`src/rtl/solve_task_feeder.sv`:
```
// Task feeder for the interleaved endgame solver: queues problems, assigns them to
// round-robin solver contexts, and returns tagged scores on a valid/ready stream.
module solve_task_feeder #(
  parameter int NSLOT      = 7,
  parameter int TAG_W      = 8,
  parameter int TASK_DEPTH = 4,
  parameter int RES_DEPTH  = 8
) (
  input  logic             iCLOCK,
  input  logic             iRESET,
  input  logic             iTaskValid,
  output logic             oTaskReady,
  input  logic [63:0]      iTaskPlayer,
  input  logic [63:0]      iTaskOpponent,
  input  logic [TAG_W-1:0] iTaskId,
  input  logic             iStop,
  output logic             oEnable,
  output logic [63:0]      oPlayer,
  output logic [63:0]      oOpponent,
  input  logic             iSolved,
  input  logic [7:0]       iRes,
  output logic             oResValid,
  input  logic             iResReady,
  output logic [TAG_W-1:0] oResId,
  output logic [7:0]       oResScore
);
  // state | meaning
  // IDLE  | solver disabled, slot pointer parked at 0
  // PRIME | solver loads one context per cycle, NSLOT cycles
  // RUN   | a context is reloaded whenever the solver reports completion
  typedef enum logic [1:0] {S_IDLE, S_PRIME, S_RUN} state_t;

  localparam int SPW = (NSLOT > 1) ? $clog2(NSLOT) : 1;
  localparam int VCW = $clog2(NSLOT + 1);
  localparam int TPW = (TASK_DEPTH > 1) ? $clog2(TASK_DEPTH) : 1;
  localparam int TCW = $clog2(TASK_DEPTH + 1);
  localparam int RPW = (RES_DEPTH > 1) ? $clog2(RES_DEPTH) : 1;
  localparam int RCW = $clog2(RES_DEPTH + 1);
  localparam int OCW = $clog2(NSLOT + RES_DEPTH + 1);

  state_t state, state_nxt;
  logic [SPW-1:0] sp;

  logic [63:0]      t_player [TASK_DEPTH];
  logic [63:0]      t_opp    [TASK_DEPTH];
  logic [TAG_W-1:0] t_tag    [TASK_DEPTH];
  logic [TPW-1:0]   t_wr, t_rd;
  logic [TCW-1:0]   t_count;

  logic [TAG_W-1:0] r_tag   [RES_DEPTH];
  logic [7:0]       r_score [RES_DEPTH];
  logic [RPW-1:0]   r_wr, r_rd;
  logic [RCW-1:0]   r_count;

  logic [NSLOT-1:0] slot_valid;
  logic [TAG_W-1:0] slot_tag [NSLOT];
  logic [VCW-1:0]   valid_cnt;
  logic [OCW-1:0]   occupancy;

  logic t_full, t_empty, t_push, t_pop;
  logic r_push, r_pop;
  logic has_credit, present_real, consume;

  always_comb begin
    valid_cnt = '0;
    for (int i = 0; i < NSLOT; i++) valid_cnt = valid_cnt + VCW'(slot_valid[i]);
  end

  // A real task is only issued when its eventual result is sure to fit in the result FIFO.
  assign occupancy    = OCW'(valid_cnt) + OCW'(r_count);
  assign has_credit   = occupancy < OCW'(RES_DEPTH);
  assign t_full       = t_count == TCW'(TASK_DEPTH);
  assign t_empty      = t_count == '0;
  assign oTaskReady   = !t_full;
  assign t_push       = iTaskValid && !t_full;
  assign present_real = !t_empty && has_credit && !iStop;
  assign oPlayer      = present_real ? t_player[t_rd] : '1;
  assign oOpponent    = present_real ? t_opp[t_rd]    : '0;
  assign consume      = (state == S_PRIME) || ((state == S_RUN) && iSolved);
  assign t_pop        = consume && present_real;
  assign r_push       = consume && slot_valid[sp];
  assign oResValid    = r_count != '0;
  assign r_pop        = oResValid && iResReady;
  assign oResId       = r_tag[r_rd];
  assign oResScore    = r_score[r_rd];

  always_ff @(posedge iCLOCK or posedge iRESET) begin
    if (iRESET) state <= S_IDLE;
    else        state <= state_nxt;
  end

  always_comb begin
    state_nxt = state;
    case (state)
      S_IDLE:  if (!iStop && (t_push || !t_empty)) state_nxt = S_PRIME;
      S_PRIME: if (sp == SPW'(NSLOT - 1)) state_nxt = S_RUN;
      S_RUN:   if (iStop && valid_cnt == '0 && r_count == '0) state_nxt = S_IDLE;
      default: state_nxt = S_IDLE;
    endcase
  end

  always_comb begin
    oEnable = (state != S_IDLE);
  end

  always_ff @(posedge iCLOCK or posedge iRESET) begin
    if (iRESET) begin
      sp         <= '0;
      slot_valid <= '0;
      slot_tag   <= '{default: '0};
      t_wr       <= '0;
      t_rd       <= '0;
      t_count    <= '0;
      r_wr       <= '0;
      r_rd       <= '0;
      r_count    <= '0;
    end else begin
      if (!oEnable || state_nxt == S_IDLE || sp == SPW'(NSLOT - 1)) sp <= '0;
      else sp <= sp + 1'b1;

      if (consume) begin
        slot_valid[sp] <= present_real;
        slot_tag[sp]   <= t_tag[t_rd];
      end

      if (t_push) t_wr <= (t_wr == TPW'(TASK_DEPTH - 1)) ? '0 : t_wr + 1'b1;
      if (t_pop)  t_rd <= (t_rd == TPW'(TASK_DEPTH - 1)) ? '0 : t_rd + 1'b1;
      if (t_push && !t_pop)      t_count <= t_count + 1'b1;
      else if (!t_push && t_pop) t_count <= t_count - 1'b1;

      if (r_push) r_wr <= (r_wr == RPW'(RES_DEPTH - 1)) ? '0 : r_wr + 1'b1;
      if (r_pop)  r_rd <= (r_rd == RPW'(RES_DEPTH - 1)) ? '0 : r_rd + 1'b1;
      if (r_push && !r_pop)      r_count <= r_count + 1'b1;
      else if (!r_push && r_pop) r_count <= r_count - 1'b1;
    end
  end

  always_ff @(posedge iCLOCK) begin
    if (t_push) begin
      t_player[t_wr] <= iTaskPlayer;
      t_opp[t_wr]    <= iTaskOpponent;
      t_tag[t_wr]    <= iTaskId;
    end
    if (r_push) begin
      r_tag[r_wr]   <= slot_tag[sp];
      r_score[r_wr] <= iRes;
    end
  end
endmodule
```
`config.mk`:
```
export PLATFORM = sky130hd
export DESIGN_NAME = solve_task_feeder
export DESIGN_NICKNAME = d
export VERILOG_FILES = /design/src/rtl/solve_task_feeder.sv
export SDC_FILE = /design/constraint.sdc
export NUM_CORES = 1
export LEC_CHECK = 0
export BUFFER_PORTS_ARGS = -buffer_cell sky130_fd_sc_hd__buf_2
export CAP_MARGIN = 20
export CORE_MARGIN = 1
export CORE_UTILIZATION = 35
export DETAILED_ROUTE_END_ITERATION = 8
export GPL_TIMING_DRIVEN = 0
export SETUP_SLACK_MARGIN = 0.3
export SKIP_LAST_GASP = 1
export SYNTH_ARGS = -nofsm -noshare
export SYNTH_HDL_FRONTEND = slang
export SYNTH_SLANG_ARGS = --single-unit
```
`constraint.sdc`:
```
create_clock -name iCLOCK -period 5.6 [get_ports iCLOCK]
set_input_delay 0.28 -clock iCLOCK [delete_from_list [all_inputs] [get_ports iCLOCK]]
set_output_delay 0.28 -clock iCLOCK [all_outputs]
set_load 0.05 [all_outputs]
```
==> qor.yml, run 1 <==
floorplanning:
  row_count: 106
  fp.dieH_um: 293
  die_w_um: 293
  io_pins: 297
  start_util: 0.355
  die_area_um2: 86100
  core_area_um2: 83800
worst_setup_path:
  crit_path_start_kind: "flip-flop"
  crit_fanout: 10
  worstSetupPathType: "flip-flop to output port"
  cp_data_arrival_time_ns: 4.87
  reg2reg_slack_ns: 0.79
  end_kind: "output port"
  worst_ep_required_time_ns: 5.32
  reg2reg_depth: 16
clocking:
  cts.sink_count: 757
  clock_latency_ns: 0.66
  path_clk_slew_ns: 0.06
  numCtsBuffers: 82
  root_buffer: "clkbuf_16"
  ctsHtreeMaxLevel: 3
  cts_tree: "done"
  clockBufferDepth: 3
grt:
  grt.overflow.total: 0
  grt_use_total: 0.150
  grt_pass1_wl_mm: 97.6
  grt_max_degree: 58
  antenna_found_initial: 13
  grt_pass1_vias: 16500
power_and_ir_drop:
  leakagePower_nw: 13.1
  power.density_nw_per_um2: 617
  ir_drop_v: 0.000460
worst_hold_path:
  hold_class: "input pin to flip-flop"
  min_delay_path_depth: 4
drt:
  drc: 0
  drt_wl_total_mm: 64.4
  final_antenna_net_count: 0
  drt_iter0_markers: 828
  routedWlPerCell_um: 20.4
  drt-pass1-iter-count: 5
  vias: 15100
  avgViaCountPerCell: 4.76
placement:
  dp_hpwl_mm: 41.6
  numPortBuffers: 296
  placed_area_um2: 33100
  finalWeightedCongestion: 0.744
timing:
  skew_ns: 0.0408
  fin_crit_sh: 0.919
  period_needed_ns: 5.15
  slew_viol_final: 0
  hold_viol: 0
  setup_viol: 0
  clock.fmax_mhz: 194
  worstMarginPinSlew_ns: 1.03
  finalHoldWorstSlack_ns: 0.0387
  rsz0062_at_grt: "yes"
  slew_headroom: 0.303
synthesis:
  ys_seq_area_frac: 0.751
  async_reset_ff_frac: 0.112
  synth_edf_count: 672
  synth_area_um2: 29700
  ys_ff_latch: 757
  post_synth.cell_area_avg_um2: 21.2
  synthFlopType: "edfxtp_1"
  ys_types: 54
  yosysWarnings: 0
  syn_inst: 1405
  syn_nets: 1578
run_status:
  status: "completed"
flow_run:
  maxCapViolCount: 0
final_layout:
  area_growth_syn_to_layout_pct: 26.4
  drive_gt1_frac: 0.406
  postLayoutCellArea_um2: 37600
  nets: 2130
==> cells in the final DEF (no fill, tap or decap), types with 5 or more instances in the layout <==
master and n:
buf_1 8, bufinv_16 10, o21ai_0 12, buf_6 8
clkinv_16 6, clkbuf_2 5, mux2_2 88, ha_1 17
fa_1 6, nor2_1 20, nand3b_1 7, clkbuf_16 83
mux2i_1 12, inv_1 15, dfrtp_1 85, or2_2 53
clkbuf_1 36, nor3_1 6, clkbuf_4 38, mux4_2 172
a22oi_1 5, nor2b_1 67, dlygate4sd3_1 145, buf_4 20
nand2_1 16, buf_16 12, clkinv_2 10, edfxtp_1 672
a21oi_1 9, buf_8 5, clkinv_1 16, or2_1 12
buf_2 284
==> repair_timing <==
| item | 4_1_cts | 5_1_grt |
|---|---|---|
| endpoints found under the setup margin | 128 | 114 |
| endpoints found under the hold margin | 636 | 0 |
| resized for setup | 5 | 54 |
| gates cloned | 0 | 0 |
| hold buffers | 145 | 0 |
| pin swaps | 1 | 1 |
| buffers inserted | 4 | 0 |
==> worst paths after layout <==
path	startpoint	end
hold reg to reg	slot_tag[15]	slot_tag[15]
setup reg to reg	slot_valid[0]	t_count[2]
max in group asynchronous	iRESET	slot_tag[27]
hold / removal	iStop	state[0]
min in group asynchronous	iRESET	r_rd[2]
setup / recovery	slot_valid[0]	oPlayer[46]
==> cells in the mapped netlist, types with 3 or more instances <==
library cell	n	area, um2
buf_2	23	115
buf_6	7	78.8
nand3b_1	7	52.6
and3_1	5	31.3
ha_1	17	213
o211ai_2	3	37.5
nor3_1	7	35.0
nor2_1	23	86.3
mux4_2	172	3870
inv_1	16	60.1
a21oi_1	9	45.0
o21ai_0	12	60.1
or2_1	12	75.1
edfxtp_1	672	20200
nor2b_1	67	419
mux2i_1	12	120
fa_1	6	120
mux2_2	88	991
a22oi_1	5	37.5
dfrtp_1	85	2130
buf_1	8	30.0
buf_4	11	82.6
a221oi_1	4	35.0
clkbuf_1	26	97.6
xnor2_1	4	35.0
or2_2	53	332
nand2_1	16	60.1
==> critical path, stage by stage (launching register included) <==
cell and delay (ns):
dfrtp_1 0.41, fa_1 0.54, inv_1 0.05, fa_1 0.45, fa_1 0.41, fa_1 0.57, inv_1 0.05, ha_1 0.26
nand4b_1 0.12, and3b_1 0.24, o21ai_4 0.26, buf_6 0.21, clkbuf_4 0.24, or2_2 0.14, buf_2 0.27
==> sequential cells by signal, summed over array words and instances, names as in the netlist <==
| name | flops |
|---|---|
| t_opp | 256 |
| t_player | 256 |
| r_score | 64 |
| r_tag | 64 |
| slot_tag | 56 |
| t_tag | 32 |
| slot_valid | 7 |
| r_count | 4 |
| r_rd | 3 |
| r_wr | 3 |
| sp | 3 |
| t_count | 3 |
| state | 2 |
| t_rd | 2 |
| t_wr | 2 |
==> metrics by stage <==
| stage | setup TNS (ns) | total power [mW] | std cells | setup slack, ns | utilization |
|---|---|---|---|---|---|
| floorplan | 0 | 15.1 | 1405 | 0.926 | - |
| global placement | -894.31 | 17.5 | 2835 | -1.67 | 0.389 |
| detailed placement | 0 | 17.7 | 2858 | 0.277 | 0.395 |
| CTS | 0 | 23.4 | 3157 | 0.137 | 0.447 |
| global route | 0 | 24.3 | 3159 | 0.255 | 0.448 |
| finish | 0 | 23.2 | 3160 | 0.451 | 0.448 |
==> final cells by class <==
type	instances	area, um2
fill	7287	46300
antenna	3	7.51
tap	1134	1420
inverter	16	62.6
clock buffer	103	2170
clock inverter	47	634
sequential	757	22300
timing repair buffer	468	3510
buffer	76	438
multi-input combinational	556	7020
==> metal layers <==
metal,global-route usage,part of all wire,vias up
li1,-,-,6781
met1,0.179,0.40,7782
met2,0.256,0.50,358
met3,0.0498,0.075,111
met4,0.0455,0.023,20
met5,0,0.0021,-
==> kinds of logic after synthesis <==
logic type | count (synthesis) | share of synthesized area
compound gates | 45 | 0.0105
mux | 272 | 0.168
buf+inv | 92 | 0.0158
simple gates | 210 | 0.0425
xor+xnor | 6 | 0.00177
fa+ha+maj | 23 | 0.0112
flops | 757 | 0.751
==> power breakdown <==
| group | switching, mW | total [mW] | internal (mW) |
|---|---|---|---|
| logic | 6.18 | 9.69 | 3.51 |
| clock network | 2.24 | 5.49 | 3.25 |
| registers | 0.360 | 8.01 | 7.65 |
Note: power is estimated with default switching activity, not from simulation.
==> run 2: changes to the inputs <==
- CORE_UTILIZATION: 35 -> 59
- HOLD_SLACK_MARGIN: not set -> 0.15
- PLACE_DENSITY: not set -> 0.8
- clock period: 5.6 -> 4.9 ns (I/O delays scaled with it)
==> run 2 against run 1 <==
- the run now ends with negative setup slack left
- final cell count fell by 15%
- wire length rose by 21%
- register-to-register slack got worse by 0.69 ns
- non-clock buffer count rose by 13
- critical path depth rose by 1
- utilization rose by 33 points
- setup slack got worse by 0.49 ns
- via count rose by 10%
- die area fell by 40%
- worst hold slack improved by 0.16 ns
- critical path type unchanged
- critical endpoint is now oOpponent[36]
- highest routed layer unchanged
==> qor.yml, run 2 (synthesized netlist as in run 1, its figures left out) <==
run_status:
  status: "finished with violations"
  violations: "negative setup slack"
drt:
  avgViaCountPerCell: 6.16
  drc: 0
  drt_iter0_markers: 1734
  drt-pass1-iter-count: 5
  final_antenna_net_count: 0
  vias: 16600
  drt_wl_total_mm: 78.0
  routedWlPerCell_um: 29.0
final_layout:
  area_growth_syn_to_layout_pct: 29.2
  post-route-util: 0.778
  n_fill_cell: 2419
  final_common_cell: "edfxtp_1"
  nets: 2137
  postLayoutCellArea_um2: 38400
  final_cell_mix: "edfxtp_1, buf_2, mux4_2"
  largestRegisters: "t_opp: 256 flops, t_player: 256 flops"
  multi_input_area_um2: 7500
  seqCellArea_um2: 22300
  drive_gt1_frac: 0.433
worst_setup_path:
  crit_fanout: 10
  cp_cell_sequence: "fa_1, inv_2, fa_1, fa_2, fa_1, inv_1, ha_1, nand4b_1, a21boi_2, o21ai_4, buf_12, buf_12, buf_8, nor2b_1, buf_4"
  worst_ep_required_time_ns: 4.66
  cp_common_cell: "fa_1"
  max_stage_delay_ns: 0.56
  worstSetupStartpoint: "slot_valid[0]"
  end_kind: "output port"
  crit_path_start_kind: "flip-flop"
  cp_data_arrival_time_ns: 4.69
  reg2reg_slack_ns: 0.10
  worstSetupPathType: "flip-flop to output port"
  cp_slowest_cell: "fa_1"
  reg2reg_depth: 16
  timing.rr.end: "t_count[2]"
  rr_startpoint: "slot_valid[0]"
grt:
  antenna_found_initial: 5
  grt_pass1_wl_mm: 108
  grt_max_degree: 77
  grt_pass1_vias: 17300
  grt_use_total: 0.294
  grt.overflow.total: 0
worst_hold_path:
  hold_class: "input pin to flip-flop"
  min_delay_path_depth: 2
  min-delay-start: "iTaskValid"
  whs_endpoint: "t_opp[2][61]"
timing:
  skew_ns: 0.0282
  worstMarginPinSlew_ns: 1.13
  fin_crit_sh: 1.01
  period_needed_ns: 4.94
  setup_viol: 4
  slew_viol_final: 0
  rsz0062_at_grt: "yes"
  setup_tns_ns: -0.0496
  fin_ws_ns: -0.0369
  clock.fmax_mhz: 203
  finalHoldWorstSlack_ns: 0.194
  hold_viol: 0
  slew_headroom: 0.247
power_and_ir_drop:
  power_mw: 29.2
  ir_drop_v: 0.000564
  power_frac_seq: 0.318
  switching_share: 0.381
  p_int_mw: 18.1
  power.density_nw_per_um2: 761
  p_clk_frac: 0.202
  leakagePower_nw: 13.7
  combPwrFrac: 0.479
  p_switching_mw: 11.1
floorplanning:
  start_util: 0.602
  io_pins: 297
  fp.dieH_um: 226
  die_area_um2: 51300
  row_count: 81
  die_w_um: 226
  core_area_um2: 49400
clocking:
  cts_tree: "done"
  clockBufferDepth: 3
  clock_latency_ns: 0.64
  root_buffer: "clkbuf_16"
  numCtsBuffers: 76
  path_clk_slew_ns: 0.06
  cts.sink_count: 757
  ctsHtreeMaxLevel: 3
placement:
  numPortBuffers: 296
  dp_hpwl_mm: 39.4
  placed_area_um2: 32500
  finalWeightedCongestion: 0.776
flow_run:
  maxCapViolCount: 0
-- run 2: cell count changes in the layout (fill, tap and decap cells not counted), moves of 10 or more --
cell,previous run,this run
clkbuf_4,38,0
buf_6,8,63
nor2b_2,0,10
buf_4,20,35
buf_2,284,185
nor2b_4,0,41
or2_4,0,58
buf_8,5,63
or2_2,53,1
buf_12,1,15
nor2b_1,67,16
-- run 2: worst max-delay path, delay by kind of cell (launching register included) --
| family | cells | cell delay, ns |
|---|---|---|
| AND/OR/NAND/NOR | 2 | 0.33 |
| buffers and inverters | 6 | 0.82 |
| adder cells (fa/ha/maj) | 5 | 2.18 |
| AO/OA/AOI/OAI | 2 | 0.35 |
| flip-flops | 1 | 0.40 |
-- run 2: worst max path at each step --
stage / end / slack (ns) / depth (start not counted)
global placement: oPlayer[10] / -0.41 / 14
CTS: oPlayer[10] / -0.007 / 15
global route: oOpponent[36] / -0.22 / 15
finish: oOpponent[36] / -0.04 / 15
detailed placement: oPlayer[10] / -0.44 / 14
floorplan: t_count[2] / 0.60 / 16
-- run 2: cell type report --
class | count | area share
inverter | 16 | 0.00163
clock inverter | 41 | 0.0103
clock buffer | 99 | 0.0539
buffer | 76 | 0.0166
sequential | 757 | 0.581
tap | 664 | 0.0216
timing repair buffer | 481 | 0.120
multi-input combinational | 556 | 0.195
antenna | 3 | 0.000195
-- run 2: power groups by stage --
stage	logic (mW)	registers [mW]	clock network (mW)
floorplan	7.94	9.21	0
global placement	10.4	9.33	0
detailed placement	10.7	9.32	0
CTS	13.2	9.21	5.81
global route	14.6	9.39	6.17
finish	14.0	9.31	5.92
-- run 2: per-stage QoR --
step | worst slack, ns | cells
after floorplan | 0.596 | 1405
final | -0.0369 | 2693
after global routing | -0.224 | 2692
after CTS | -0.00735 | 2685
after global placement | -0.411 | 2365
after detailed placement | -0.440 | 2386
-- run 2: what timing repair did --
item                                    in CTS  in global routing
hold buffers                               149                  0
hold endpoints to repair                   698                  0
gates resized for setup                    448                 87
endpoints found under the setup margin     137                130
buffers inserted                             6                  3
gates cloned                                 4                  2
pin swaps                                   17                 20
-- run 2: per-layer routing --
metal	GRT usage	wire, um	part of all wire
met5	0	28	0.00036
met3	0.0723	6710	0.086
met4	0.0979	2720	0.035
met2	0.510	41400	0.53
met1	0.364	27100	0.35
==> run 3: changes to the inputs <==
- CORE_UTILIZATION: 59 -> 40
- PLACE_DENSITY: 0.8 -> not set
==> run 3 against run 2 <==
- global-route usage fell by 12 points
- first-iteration DRC count fell by 49%
- sequential share of layout area rose by 0.49 points
- worst hold slack improved by 0.0089 ns
- highest routed layer unchanged
- count of clock-buffer cells in the layout rose by 12
- critical path depth did not move
- maximum frequency rose by 0.87%
- setup slack improved by 0.043 ns
- final area fell by 0.83%
- utilization fell by 26 points
- sequential cell count did not move
- sequential power fell by 2%
- the flow finishes with violations (design-rule violations)
==> qor.yml, run 3 (synthesized netlist as in run 1, its figures left out) <==
timing:
  rsz0062_at_grt: "yes"
  slew_viol_final: 0
  worstMarginPinSlew_ns: 1.00
  finalHoldWorstSlack_ns: 0.203
  setup_viol: 0
  fin_crit_sh: 0.999
  period_needed_ns: 4.89
  setup_tns_ns: 0
  skew_ns: 0.0294
  slew_headroom: 0.332
  fin_ws_ns: 0.00565
  clock.fmax_mhz: 204
  hold_viol: 0
floorplanning:
  io_pins: 297
  row_count: 99
  core_area_um2: 73200
  start_util: 0.406
  fp.dieH_um: 275
  die_area_um2: 75400
  die_w_um: 275
grt:
  grt_max_degree: 73
  grt_pass1_vias: 16500
  grt_use_total: 0.174
  antenna_found_initial: 11
  grt.overflow.total: 0
  grt_pass1_wl_mm: 98.2
clocking:
  root_buffer: "clkbuf_16"
  path_clk_slew_ns: 0.05
  clockBufferDepth: 3
  cts.sink_count: 757
  cts_tree: "done"
  ctsHtreeMaxLevel: 3
  clock_latency_ns: 0.63
  numCtsBuffers: 81
worst_hold_path:
  min-delay-start: "iStop"
  min_delay_path_depth: 4
  whs_endpoint: "t_rd[1]"
  hold_class: "input pin to flip-flop"
worst_setup_path:
  rr_startpoint: "slot_valid[0]"
  worstSetupPathType: "flip-flop to output port"
  crit_fanout: 9
  end_kind: "output port"
  worst_ep_required_time_ns: 4.66
  crit_path_start_kind: "flip-flop"
  reg2reg_depth: 16
  reg2reg_slack_ns: 0.27
  timing.rr.end: "t_count[2]"
  cp_data_arrival_time_ns: 4.65
final_layout:
  largestRegisters: "t_opp: 256 flops, t_player: 256 flops"
  post-route-util: 0.520
  final_cell_mix: "edfxtp_1, buf_2, mux4_2"
  area_growth_syn_to_layout_pct: 28.2
  multi_input_area_um2: 7100
  final_common_cell: "edfxtp_1"
  seqCellArea_um2: 22300
  drive_gt1_frac: 0.410
  nets: 2139
  n_fill_cell: 5797
placement:
  finalWeightedCongestion: 0.735
  numPortBuffers: 296
  pre_cts_ws_ns: -0.675
  dp_hpwl_mm: 41.0
drt:
  vias: 15200
  drc: 12
  routedWlPerCell_um: 21.6
  drt-pass1-iter-count: 7
  avgViaCountPerCell: 5.07
  final_antenna_net_count: 0
  drt_iter0_markers: 888
  drt_wl_total_mm: 64.8
power_and_ir_drop:
  leakagePower_nw: 13.4
  power_mw: 27.5
  ir_drop_v: 0.000458
  power.density_nw_per_um2: 722
run_status:
  status: "finished with violations"
  violations: "design-rule violations"
flow_run:
  maxCapViolCount: 0
==> run 3: cell types whose count changed in the layout (fill, tap and decap cells not counted), sizes merged <==
cell      delta
buf          -2
clkinvlp     -1
clkinv       -1
inv          -1
clkbuf      +11
diode        +1
bufinv       -2
==> run 3: worst max-delay path by stage <==
stage | from | end | slack (ns) | depth (start not counted)
floorplan | slot_valid[0] | t_count[2] | 0.60 | 16
global placement | slot_valid[0] | oPlayer[12] | -0.63 | 14
detailed placement | slot_valid[0] | oPlayer[12] | -0.68 | 14
CTS | slot_valid[0] | oPlayer[12] | -0.02 | 15
global route | slot_valid[0] | oPlayer[6] | -0.15 | 15
finish | slot_valid[0] | oPlayer[10] | 0.006 | 15
==> run 3: final cells by class <==
type	count	share of cell area
Clock inverter	36	0.00943
Clock buffer	111	0.0583
Inverter	16	0.00164
Timing Repair Buffer	478	0.111
Tap cell	959	0.0315
Multi-Input combinational cell	556	0.186
Sequential cell	757	0.586
Buffer	76	0.0162
Antenna cell	4	0.000263
==> run 3: per-stage QoR <==
stage,std cells,area (um2)
floorplan,1405,29700
global placement,2660,32400
detailed placement,2686,33000
CTS,2987,38000
global route,2992,38100
finish,2993,38100
==> run 3: worst max-delay path: stages (launching register included) <==
cell       delay, ns
dfrtp_1         0.40
fa_1            0.55
inv_1           0.05
fa_1            0.45
fa_2            0.35
fa_1            0.54
inv_2           0.06
ha_4            0.26
nand4b_1        0.12
a21boi_2        0.23
o21ai_4         0.08
buf_12          0.16
buf_12          0.16
clkbuf_16       0.16
or2_2           0.30
buf_6           0.16
==> run 3: power breakdown <==
| part | total (mW) | internal, mW | switching, mW | leakage [nW] |
|---|---|---|---|---|
| clock network | 5.90 | 3.46 | 2.44 | 1.25 |
| logic | 12.4 | 5.09 | 7.35 | 4.95 |
| registers | 9.15 | 8.75 | 0.407 | 7.17 |
| total | 27.5 | 17.3 | 10.2 | 13.4 |
==> run 3: per-layer routing <==
| metal | routed length [um] | track usage |
|---|---|---|
| met4 | 1160 | 0.0503 |
| met2 | 33600 | 0.300 |
| met3 | 4430 | 0.0516 |
| met5 | 90 | 0 |
| met1 | 25500 | 0.210 |
==> run 3: repair_timing <==
action / 4_1_cts / 5_1_grt
buffers inserted: 5 / 1
pin swaps: 3 / 0
gates resized for setup: 279 / 13
gates cloned: 0 / 1
endpoints found under the hold margin: 708 / 0
setup endpoints to repair: 137 / 130
hold buffers: 149 / 0
